## src/rtl/fast_square_sweep_ctrl.sv

```systemverilog
// Sweep controller for the fast-square RX path: steps the synthesiser,
// waits for PLL lock and settle, then gates the recorder per step.
module fast_square_sweep_ctrl #(
   parameter int NUM_FREQ_STEPS = 14,
   parameter int RECORD_TICKS   = 15000,
   parameter int SETTLE_TICKS   = 64,
   parameter int LOCK_TIMEOUT   = 65535,
   parameter int PULSE_TICKS    = 4,
   parameter int CNT_W          = 16,
   parameter int STEP_W         = 8
) (
   input  logic              clock,
   input  logic              reset,
   input  logic              enable,
   input  logic              continuous,
   input  logic              clear_status,
   input  logic              pll_locked,
   output logic              freq_step_reset_out,
   output logic              freq_step_out,
   output logic              rx_reset,
   output logic              rx_next,
   output logic              rx_record,
   output logic [STEP_W-1:0] step_index,
   output logic [15:0]       sweep_count,
   output logic              lock_error,
   output logic              busy
);

   typedef enum logic [2:0] {
      IDLE, FREQ_RESET, WAIT_LOCK, SETTLE,
      RECORD, STEP, PULSE, DONE
   } state_t;

   localparam logic [CNT_W-1:0] PULSE_END  = CNT_W'(PULSE_TICKS - 1);
   localparam logic [CNT_W-1:0] LOCK_END   = CNT_W'(LOCK_TIMEOUT - 1);
   localparam logic [CNT_W-1:0] SETTLE_END = CNT_W'(SETTLE_TICKS - 1);
   localparam logic [CNT_W-1:0] REC_END    = CNT_W'(RECORD_TICKS - 1);
   localparam logic [STEP_W-1:0] LAST_IDX  = STEP_W'(NUM_FREQ_STEPS - 1);

   state_t           state, state_nxt;
   logic [CNT_W-1:0] timer, timer_nxt;
   logic             sync1, lock_s;
   logic             err_set, idx_clr, idx_inc, sweep_inc;
   logic             last_step;

   assign last_step = (step_index == LAST_IDX);

   always_ff @(posedge clock or posedge reset) begin
      if (reset) begin
         sync1  <= 1'b0;
         lock_s <= 1'b0;
      end else begin
         sync1  <= pll_locked;
         lock_s <= sync1;
      end
   end

   always_ff @(posedge clock or posedge reset) begin
      if (reset) begin
         state <= IDLE;
         timer <= '0;
      end else begin
         state <= state_nxt;
         timer <= timer_nxt;
      end
   end

   always_comb begin
      state_nxt = state;
      timer_nxt = '0;
      err_set   = 1'b0;
      idx_clr   = 1'b0;
      idx_inc   = 1'b0;
      sweep_inc = 1'b0;
      if (!enable && state != IDLE) begin
         state_nxt = IDLE;
      end else begin
         unique case (state)
            IDLE: begin
               if (enable) state_nxt = FREQ_RESET;
            end
            FREQ_RESET: begin
               idx_clr = 1'b1;
               if (timer == PULSE_END) state_nxt = WAIT_LOCK;
               else timer_nxt = timer + CNT_W'(1);
            end
            WAIT_LOCK: begin
               if (lock_s) begin
                  state_nxt = SETTLE;
               end else if (timer == LOCK_END) begin
                  err_set   = 1'b1;
                  state_nxt = STEP;
               end else begin
                  timer_nxt = timer + CNT_W'(1);
               end
            end
            SETTLE: begin
               if (!lock_s) state_nxt = WAIT_LOCK;
               else if (timer == SETTLE_END) state_nxt = RECORD;
               else timer_nxt = timer + CNT_W'(1);
            end
            RECORD: begin
               // lock loss is flagged but the capture runs to length
               err_set = !lock_s;
               if (timer == REC_END) state_nxt = STEP;
               else timer_nxt = timer + CNT_W'(1);
            end
            STEP: begin
               if (last_step) begin
                  sweep_inc = 1'b1;
                  state_nxt = continuous ? FREQ_RESET : DONE;
               end else begin
                  idx_inc   = 1'b1;
                  state_nxt = PULSE;
               end
            end
            PULSE: begin
               if (timer == PULSE_END) state_nxt = WAIT_LOCK;
               else timer_nxt = timer + CNT_W'(1);
            end
            DONE: state_nxt = DONE;
            default: state_nxt = IDLE;
         endcase
      end
   end

   always_ff @(posedge clock or posedge reset) begin
      if (reset) begin
         step_index  <= '0;
         sweep_count <= '0;
         lock_error  <= 1'b0;
      end else begin
         if (idx_clr) step_index <= '0;
         else if (idx_inc) step_index <= step_index + STEP_W'(1);
         if (sweep_inc) sweep_count <= sweep_count + 16'd1;
         if (err_set) lock_error <= 1'b1;
         else if (clear_status) lock_error <= 1'b0;
      end
   end

   // outputs drop on the same edge that aborts the sweep
   always_ff @(posedge clock or posedge reset) begin
      if (reset) begin
         freq_step_reset_out <= 1'b0;
         rx_reset            <= 1'b0;
         freq_step_out       <= 1'b0;
         rx_next             <= 1'b0;
         rx_record           <= 1'b0;
         busy                <= 1'b0;
      end else begin
         freq_step_reset_out <= enable && state == FREQ_RESET;
         rx_reset            <= enable && state == FREQ_RESET;
         freq_step_out       <= enable && state == PULSE;
         rx_next             <= enable && state == STEP;
         rx_record           <= enable && state == RECORD;
         busy                <= enable && state != IDLE && state != DONE;
      end
   end

endmodule

```

## config.mk

```make
export PLATFORM = sky130hd
export DESIGN_NAME = fast_square_sweep_ctrl
export DESIGN_NICKNAME = d
export VERILOG_FILES = /design/src/rtl/fast_square_sweep_ctrl.sv
export SDC_FILE = /design/constraint.sdc
export NUM_CORES = 1
export LEC_CHECK = 0
export CAP_MARGIN = 5
export CORE_UTILIZATION = 42
export DETAILED_ROUTE_END_ITERATION = 16
export DONT_BUFFER_PORTS = 1
export GPL_ROUTABILITY_DRIVEN = 1
export GPL_TIMING_DRIVEN = 0
export MAX_ROUTING_LAYER = met4
export PLACE_DENSITY = 0.66
export SLEW_MARGIN = 20
export SYNTH_ARGS = -nofsm -noshare
export SYNTH_HDL_FRONTEND = slang
export SYNTH_SLANG_ARGS = --single-unit
```

## constraint.sdc

```tcl
create_clock -name clock -period 2.2 [get_ports clock]
set_input_delay 0.33 -clock clock [delete_from_list [all_inputs] [get_ports clock]]
set_output_delay 0.33 -clock clock [all_outputs]
set_load 0.01 [all_outputs]
```

==> results_dict.tcl <==
set metrics [dict create \
    clk_latency_ps 300 \
    grt_max_degree 33 \
    hpwl_um 3348 \
    grt.total_usage_pct 17.81 \
    timing.hold.ws_ps 51.63 \
    ios 37 \
    vias 1838 \
    clock_path_buffers 2 \
    cap_violations 0 \
    final_area_mm2 0.002947 \
    cts-buffers-inserted 5 \
    hold_class "in -> reg" \
    cts.sinks 51 \
    critPathMaxFanout 5 \
    synth_xor_area_share_pct 12.23 \
    routabilityCongestion 0.8354 \
    dieArea_mm2 0.006280 \
    synth-compound-area-share_pct 5.841 \
    slew_viol_final 0 \
    ys_seq_elements 51 \
    drt-total-wl_um 5028 \
    htree_levels 2 \
    synthCells 243 \
    rows 27 \
    synth_enable_flop_cells 0 \
    critical_path_class "reg -> reg" \
    overflow 0 \
    finClkSkew_ps 8.842 \
    power.density_mw_per_mm2 860.6 \
    timing.final.ws_setup_ps -59.50 \
    async_reset_ff_share_pct 100.0 \
    peakVddDrop_mv 0.7046 \
    period_minus_slack_ps 2260 \
    die_x_um 79.25 \
    ys_seq_area_share_pct 50.92 \
    synthSimpleGateAreaFrac_pct 23.07 \
    yosysWarnings 0 \
    num_antenna_cells 0 \
    outcome "finished, violations left" \
    power.total_mw 2.536 \
    avgSynthCellArea_um2 10.31 \
    netlist_area_mm2 0.002506 \
    antenna_found_initial 0 \
    drive_gt1_share_pct 19.32 \
    synth.distinct_cells 44 \
    crit_required_ps 2410 \
    fin_crit_sh_pct 102.7 \
    worstMarginPinSlew_ps 631.6 \
    nets 274 \
    rsz0062_at_grt "yes" \
    holdPathStages 0 \
    placed_area_mm2 0.002616 \
    area_delta_synth_final_pct 17.57 \
    setup_violations 15 \
    slew_headroom_pct 57.54 \
    cp.arrival_ps 2460 \
    cts_tree "built" \
    route.detailed.drc 0 \
    ff2ff_path_depth 8 \
    synth_ff_type "dfrtp_1" \
    clk_pin_slew_ps 100 \
    synthAdderAreaFrac_pct 2.496 \
    critPathCaptureType "register" \
    cp-start-kind "register" \
    wire_per_inst_um 14.96 \
    syn_nets 254 \
    synth_top_family_by_area "simple AND/OR/NAND/NOR gates" \
    initial_core_util_pct 44.42 \
    via_per_inst 5.470 \
    hold_viol 0 \
    grt_pass1_wl_um 8576 \
    cts_root_buffer "clkbuf_8" \
    die_h_um 79.25 \
    portBuffers 0 \
    violations "negative setup slack" \
    grt_pass1_vias 1775 \
    dr.first_iter.drc_count 69 \
    max_freq_mhz 442.6 \
    finalCoreUtilization_pct 52.23 \
    leakagePower_nw 1.346 \
    drtPass1Iterations 4 \
    core_mm2 0.005642 \
    ant_nets 0 \
    synthMuxAreaShare_pct 2.047 \
]
## synth_stat cells, types with 2 or more instances
| cell | n | share of area, % |
|---|---|---|
| clkbuf_1 | 5 | 0.75 |
| nand2_1 | 17 | 2.5 |
| and4_1 | 2 | 0.70 |
| nand4_1 | 11 | 2.7 |
| or4_1 | 2 | 0.60 |
| xnor2_1 | 15 | 5.2 |
| nor2_1 | 32 | 4.8 |
| inv_1 | 10 | 1.5 |
| o21ai_0 | 2 | 0.40 |
| nor4_1 | 3 | 0.75 |
| and2_1 | 4 | 1.0 |
| xor2_1 | 20 | 7.0 |
| dfrtp_1 | 51 | 51 |
| and3_1 | 7 | 1.7 |
| buf_2 | 2 | 0.40 |
| nand3_1 | 15 | 3.0 |
| and4b_1 | 3 | 1.2 |
| nor3_1 | 9 | 1.8 |
| ha_1 | 5 | 2.5 |
| mux2i_1 | 4 | 1.6 |
## worst max-delay path, stage by stage (launching register included)
cell,delay (ps)
dfrtp_2,430
ha_4,150
or3b_4,370
or3_1,340
o31a_1,290
o31ai_4,240
buf_4,170
buf_8,120
nor2_2,40
## power by group
part / total, mW / internal, mW / switching (mW)
clock network: 0.711 / 0.375 / 0.336
registers: 1.10 / 1.01 / 0.0915
logic: 0.728 / 0.336 / 0.393
total: 2.54 / 1.72 / 0.820
## cells by family after synthesis
logic type,count (synthesis)
mux,5
xor+xnor,35
compound gates,16
simple gates,112
buf+inv,19
fa+ha+maj,5
flops,51
## state kept, by name (all words and copies together) (netlist names)
signal / count
sweep_count: 16
freq_step_out: 1
busy: 1
lock_error: 1
rx_next: 1
state: 3
timer: 16
step_index: 8
sync1: 1
rx_reset: 1
rx_record: 1
lock_s: 1
## final timing paths
kind	start	end	slack, ps
max	timer[0]$_DFF_PP0_	timer[10]$_DFF_PP0_	-60
min	pll_locked	sync1$_DFF_PP0_	50
max reg2reg	timer[0]$_DFF_PP0_	timer[10]$_DFF_PP0_	-60
min reg2reg	sync1$_DFF_PP0_	lock_s$_DFF_PP0_	360
max in group asynchronous	reset	timer[6]$_DFF_PP0_	1210
min in group asynchronous	reset	sweep_count[14]$_DFFE_PP0P_	480
## per-stage QoR
stage | TNS [ps] | setup WS [ps] | instances
floorplan | 0 | 11.15 | 243
global placement | -3176 | -225.7 | 315
detailed placement | -3581 | -244.2 | 316
CTS | -2039 | -145.1 | 332
global route | -1804 | -134.9 | 336
finish | -688.1 | -59.50 | 336
## metal layers
| metal | global-route usage [%] | share of wire [%] | vias to the layer above | wire length [um] |
|---|---|---|---|---|
| met5 | - | 0 | - | 0 |
| met3 | 5.862 | 5.4 | 4 | 269 |
| li1 | - | - | 880 | - |
| met2 | 27.59 | 46 | 43 | 2300 |
| met4 | 4.545 | 0.99 | 0 | 50 |
| met1 | 22.46 | 48 | 911 | 2408 |
## timing repair
action                                 4_1_cts  5_1_grt
hold buffers                                 1        0
setup endpoints to repair                   21       28
endpoints found under the hold margin       19        0
gates cloned                                 1        0
pin swaps                                   13        6
resized for setup                            9       21
setup buffers                                6        6
## cell type report
class / count / area [um2]
Buffer: 8 / 43.79
Clock buffer: 6 / 82.58
Clock inverter: 2 / 38.79
Fill cell: 494 / 2695
Inverter: 10 / 37.54
Multi-Input combinational cell: 173 / 1244
Sequential cell: 51 / 1279
Tap cell: 72 / 90.09
Timing Repair Buffer: 14 / 131.4
## cell usage in the layout (no fill, tap or decap), drive strengths merged, types with 2 or more instances in the layout
master | netlist | routed
and2 | 4 | 4
ha | 5 | 5
mux2i | 4 | 4
and4 | 3 | 3
buf | 4 | 17
o21ai | 2 | 2
dfrtp | 51 | 51
nand4 | 11 | 11
or4 | 2 | 2
nor4 | 3 | 3
nand2 | 17 | 17
xnor2 | 15 | 15
xor2 | 20 | 20
clkbuf | 5 | 10
inv | 10 | 11
nand3 | 15 | 15
nor2 | 32 | 32
and4b | 3 | 3
nor3 | 9 | 9
and3 | 8 | 8
Power figures use the tool's default switching activity.
